$ cat src/rtl/triangle_bbox_scanner.sv
// Bounding-box raster walker feeding point_triangulator: latches a triangle, clamps its
// box to the screen, tests every pixel once and emits the inside ones as fragments.
module triangle_bbox_scanner #(
  parameter  int MAX_RESOLUTION_X = 1920,
  parameter  int MAX_RESOLUTION_Y = 1080,
  localparam int XW = $clog2(MAX_RESOLUTION_X),
  localparam int YW = $clog2(MAX_RESOLUTION_Y)
) (
  input  logic          clk,
  input  logic          rst_n,
  input  logic          tri_valid,
  output logic          tri_ready,
  input  logic [XW-1:0] tri_p1_x,
  input  logic [XW-1:0] tri_p2_x,
  input  logic [XW-1:0] tri_p3_x,
  input  logic [YW-1:0] tri_p1_y,
  input  logic [YW-1:0] tri_p2_y,
  input  logic [YW-1:0] tri_p3_y,
  output logic [XW-1:0] test_point_x,
  output logic [YW-1:0] test_point_y,
  output logic [XW-1:0] test_p1_x,
  output logic [YW-1:0] test_p1_y,
  output logic [XW-1:0] test_p2_x,
  output logic [YW-1:0] test_p2_y,
  output logic [XW-1:0] test_p3_x,
  output logic [YW-1:0] test_p3_y,
  input  logic          test_is_inside,
  output logic          frag_valid,
  input  logic          frag_ready,
  output logic [XW-1:0] frag_x,
  output logic [YW-1:0] frag_y,
  output logic          done,
  output logic          busy
);

  localparam logic [XW-1:0] XLIM = XW'(MAX_RESOLUTION_X - 1);
  localparam logic [YW-1:0] YLIM = YW'(MAX_RESOLUTION_Y - 1);

  typedef enum logic [1:0] {IDLE, BBOX, SCAN, DONE} state_t;

  state_t        r_state, w_next;
  logic [XW-1:0] r_p1_x, r_p2_x, r_p3_x;
  logic [YW-1:0] r_p1_y, r_p2_y, r_p3_y;
  logic [XW-1:0] r_min_x, r_max_x, r_cur_x;
  logic [YW-1:0] r_min_y, r_max_y, r_cur_y;
  logic [XW-1:0] w_min_x, w_max_x, w_lo_x, w_hi_x;
  logic [YW-1:0] w_min_y, w_max_y, w_lo_y, w_hi_y;
  logic          w_accept, w_adv, w_last, w_row_end;

  assign w_accept  = tri_valid && (r_state == IDLE);
  assign w_adv     = (r_state == SCAN) && (!test_is_inside || frag_ready);
  assign w_row_end = (r_cur_x == r_max_x);
  assign w_last    = w_row_end && (r_cur_y == r_max_y);

  // Raw min/max of the latched vertices, then clamped onto the visible screen.
  always_comb begin
    w_lo_x = r_p1_x;
    w_hi_x = r_p1_x;
    if (r_p2_x < w_lo_x) w_lo_x = r_p2_x;
    if (r_p3_x < w_lo_x) w_lo_x = r_p3_x;
    if (r_p2_x > w_hi_x) w_hi_x = r_p2_x;
    if (r_p3_x > w_hi_x) w_hi_x = r_p3_x;
    w_lo_y = r_p1_y;
    w_hi_y = r_p1_y;
    if (r_p2_y < w_lo_y) w_lo_y = r_p2_y;
    if (r_p3_y < w_lo_y) w_lo_y = r_p3_y;
    if (r_p2_y > w_hi_y) w_hi_y = r_p2_y;
    if (r_p3_y > w_hi_y) w_hi_y = r_p3_y;
    w_min_x = (w_lo_x > XLIM) ? XLIM : w_lo_x;
    w_max_x = (w_hi_x > XLIM) ? XLIM : w_hi_x;
    w_min_y = (w_lo_y > YLIM) ? YLIM : w_lo_y;
    w_max_y = (w_hi_y > YLIM) ? YLIM : w_hi_y;
  end

  always_ff @(posedge clk or negedge rst_n) begin
    if (!rst_n) r_state <= IDLE;
    else        r_state <= w_next;
  end

  always_comb begin
    w_next = r_state;
    case (r_state)
      IDLE:    if (w_accept) w_next = BBOX;
      BBOX:    w_next = SCAN;
      SCAN:    if (w_adv && w_last) w_next = DONE;
      DONE:    w_next = IDLE;
      default: w_next = IDLE;
    endcase
  end

  always_ff @(posedge clk or negedge rst_n) begin
    if (!rst_n) begin
      r_p1_x  <= '0; r_p2_x <= '0; r_p3_x <= '0;
      r_p1_y  <= '0; r_p2_y <= '0; r_p3_y <= '0;
      r_min_x <= '0; r_max_x <= '0; r_cur_x <= '0;
      r_min_y <= '0; r_max_y <= '0; r_cur_y <= '0;
    end else begin
      if (w_accept) begin
        r_p1_x <= tri_p1_x; r_p2_x <= tri_p2_x; r_p3_x <= tri_p3_x;
        r_p1_y <= tri_p1_y; r_p2_y <= tri_p2_y; r_p3_y <= tri_p3_y;
      end
      if (r_state == BBOX) begin
        r_min_x <= w_min_x; r_max_x <= w_max_x; r_cur_x <= w_min_x;
        r_min_y <= w_min_y; r_max_y <= w_max_y; r_cur_y <= w_min_y;
      end
      // The final candidate leaves the counters parked on the max corner.
      if (w_adv && !w_last) begin
        if (!w_row_end) begin
          r_cur_x <= r_cur_x + XW'(1);
        end else begin
          r_cur_x <= r_min_x;
          r_cur_y <= r_cur_y + YW'(1);
        end
      end
    end
  end

  assign tri_ready    = (r_state == IDLE);
  assign busy         = (r_state != IDLE);
  assign done         = (r_state == DONE);
  assign frag_valid   = (r_state == SCAN) && test_is_inside;
  assign frag_x       = r_cur_x;
  assign frag_y       = r_cur_y;
  assign test_point_x = r_cur_x;
  assign test_point_y = r_cur_y;
  assign test_p1_x    = r_p1_x;
  assign test_p2_x    = r_p2_x;
  assign test_p3_x    = r_p3_x;
  assign test_p1_y    = r_p1_y;
  assign test_p2_y    = r_p2_y;
  assign test_p3_y    = r_p3_y;

endmodule
$ cat config.mk
export PLATFORM = sky130hd
export DESIGN_NAME = triangle_bbox_scanner
export DESIGN_NICKNAME = d
export VERILOG_FILES = /design/src/rtl/triangle_bbox_scanner.sv
export SDC_FILE = /design/constraint.sdc
export NUM_CORES = 1
export LEC_CHECK = 0
export CORE_ASPECT_RATIO = 1.2
export CORE_MARGIN = 2
export CORE_UTILIZATION = 35
export CTS_BUF_LIST = sky130_fd_sc_hd__clkbuf_8
export CTS_CLUSTER_DIAMETER = 30
export DETAILED_ROUTE_END_ITERATION = 12
export PLACE_DENSITY = 0.63
export SKIP_CTS_REPAIR_TIMING = 1
export SYNTH_ARGS = -nofsm -noshare
export SYNTH_HDL_FRONTEND = slang
export SYNTH_SLANG_ARGS = --single-unit
export TNS_END_PERCENT = 5
$ cat constraint.sdc
create_clock -name clk -period 6.5 [get_ports clk]
set_clock_uncertainty 0.2 [all_clocks]
set_input_delay 1.625 -clock clk [delete_from_list [all_inputs] [get_ports clk]]
set_output_delay 1.625 -clock clk [all_outputs]
set_load 0.02 [all_outputs]
==> summary.txt <==
Yosys
  – Synth Warn #: 0
  – Post-Syn Area: 8650 µm²
  – Mux share of post-synthesis cell area: 15.4%
  – Post-Synth Simple-Gate Area: 12.1%
  – Synth unique cells: 71
  – Seq cells post-synth: 123
  – Adder-cell share of the synthesized area: 10.1%
  – Compound-Gate Fraction of Synth Area: 17.8%
  – Largest family of logic cells by synthesized area: compound AO/OA/AOI/OAI gates
  – Syn Area/Cell: 9.79 µm²
  – Cells after synthesis: 884
  – Sequential element share of the synthesized area: 35.6%
  – Predominant post-synthesis flop cell: dfrtp_1
  – Async S/R FF share, synth: 100%
  – Synth Area in XOR/XNOR: 2.83%
  – Net Count, Synth: 1025
  – Post-synth EDFFs: 0

Placed design
  – Detail Placement HPWL: 18700 µm
  – Final GP Congestion: 0.869
  – Post-DP Area: 10600 µm²
  – Dpl ws: 1450 ps
  – Port bufs: 184

STA
  – Worst Slack Setup Final: 1340 ps
  – Fin crit share: 79.4%
  – Hold_ws: 303 ps
  – Worst-margin pin slew: 941 ps
  – Unrepaired setup endpoints after global routing: false
  – Final setup viols: 0
  – Max_slew headroom: 37.1%
  – Fin. Hold Viols: 0
  – Final max-slew violation count: 0
  – TNS Setup: 0 ps
  – Max Clock Freq: 0.194 GHz
  – Fin crit period: 5160 ps

Setup path
  – CP max FO: 15
  – Critical path class: reg2reg
  – CP startpoint kind: flip-flop
  – Worst Path Arrival: 5270 ps
  – R2R Setup Slk: 1340 ps
  – CP required: 6610 ps
  – Worst Setup End Kind: flip-flop

CTS
  – Htree depth: 4
  – Root buffer cell: clkbuf_8
  – Worst-Skew Late Latency: 440 ps
  – # clock sinks: 123
  – CTS clk-pin slew, worst paths: 80 ps
  – Num CTS Buffers: 17
  – CTS Buffer Depth: 2
  – TritonCTS clock tree: yes

Global route
  – GR met2 Demand/Resource: 29.6%
  – Total track usage: 19.0%
  – GRT busiest layer: met2
  – M3 GR Usage: 2.84%
  – Congestion Overflow GR: 0
  – Largest net degree at the start of global routing: 68
  – Via count of the first global-routing pass: 7158
  – GRT met1 Usage: 26.9%
  – First-pass GRT wire length: 39500 µm
  – Initial antenna violation count: 0

Layout
  – Most common cell after layout, fill and taps aside: clkdlybuf4s50_1
  – Fillers: 2326
  – Nets@finish: 1177
  – Share of cells above drive strength 1: 13.5%
  – Post-route design area: 11000 µm²
  – Antenna cells: 0
  – Layout area overhead: 27.6%
  – Commonest non-fill, non-tap cells in the layout: clkdlybuf4s50_1, dfrtp_1, mux2_2

Floorplanning
  – Std-Cell Core Area: 24500 µm²
  – Initial Utilization: 35.3%
  – Row count: 63
  – Chip Height: 176 µm
  – Die Footprint: 26000 µm²
  – Io pins: 185
  – Die Width: 148 µm

Route
  – Total wire length: 24500 µm
  – Pre-antenna DRT Iters: 5
  – Vias per cell: 5.32
  – DRT iter0 DRCs: 449
  – Wirelength per Cell: 17.8 µm
  – DRC viols: 0
  – Antenna Nets Post-Route: 0
  – DR vias: 7316

Status
  – Status: complete, no violations

Min path
  – Hold Crit Class: reg2reg

Run
  – Max Cap Violations: 0
-- critical path, cell delays in order (launching register included) --
cell and delay, ps:
dfrtp_1 420, inv_1 80, ha_1 320, nand4_1 150, a21o_1 220, a21oi_1 410
nor2_1 250, a21oi_1 290, ha_1 300, a211oi_2 380, nand2_1 150, nor4_4 160
nor3_2 110, a2111oi_0 800, or3_1 600, o311ai_1 180
-- path summary, 6_finish.rpt --
kind | startpoint | endpoint | cells past startpoint
setup reg to reg | test_p1_x[4] | frag_x[7] | 15
setup / recovery | test_p1_x[4] | frag_x[7] | 15
hold / removal | r_max_x[9] | r_max_x[9] | 1
max in group asynchronous | rst_n | test_p3_y[5] | 2
hold reg to reg | r_max_x[9] | r_max_x[9] | 1
min in group asynchronous | rst_n | test_p2_x[3] | 1
-- cell usage after synthesis (all sizes together) (6+ instances only) --
| library cell | instances | area share (%) |
|---|---|---|
| and2 | 13 | 0.94 |
| dfrtp | 123 | 36 |
| o21ai | 34 | 2.0 |
| nand4 | 14 | 1.0 |
| nand3 | 31 | 1.8 |
| xor2 | 13 | 1.3 |
| buf | 33 | 2.7 |
| a31oi | 13 | 1.0 |
| inv | 54 | 2.3 |
| clkbuf | 26 | 1.1 |
| nor3 | 12 | 0.81 |
| nand2 | 35 | 1.5 |
| and3 | 9 | 0.65 |
| mux2i | 35 | 4.0 |
| a221oi | 6 | 0.61 |
| o22a | 8 | 0.81 |
| nor4 | 6 | 0.68 |
| mux2 | 87 | 11 |
| nor2b | 8 | 0.58 |
| xnor2 | 15 | 1.5 |
| nor2 | 48 | 2.1 |
| and4 | 7 | 0.71 |
| ha | 70 | 10 |
| a21oi | 79 | 4.6 |
| a211o | 9 | 0.91 |
| nand2b | 6 | 0.43 |
| a21o | 13 | 1.1 |
| a211oi | 12 | 1.4 |
-- logic make-up after synthesis --
family	count (synthesis)
AOI/OAI and AO/OA	228
and+or+nand+nor	200
DFF	123
muxes	122
buffers and inverters	113
adders and majority gates	70
xor gates and xnor gates	28
-- metal layers --
layer / routed length [µm] / share of wire [%] / up-vias
met5: 0 / 0 / -
met4: 521 / 2.1 / 0
li1: - / - / 3551
met3: 1060 / 4.3 / 37
met1: 11800 / 48 / 3521
met2: 11200 / 46 / 207
-- stage by stage --
step | std cells | utilization (%)
final | 1374 | 45.1
after CTS | 1374 | 45.1
after global routing | 1374 | 45.1
after global placement | 1342 | 43.4
after detailed placement | 1342 | 43.4
after floorplan | 884 | -
-- area by class of cell --
| class | count | area [µm²] | share of cell area (%) |
|---|---|---|---|
| tap | 325 | 407 | 3.68 |
| inverter | 54 | 203 | 1.84 |
| clock buffer | 19 | 262 | 2.37 |
| timing repair buffer | 192 | 1900 | 17.2 |
| sequential | 123 | 3080 | 27.9 |
| multi-input combinational | 648 | 5040 | 45.7 |
| clock inverter | 13 | 151 | 1.37 |
Power is left out: the tool's default activity adds up to more than one toggle a clock period on the data nets, which glitch-free logic cannot reach.
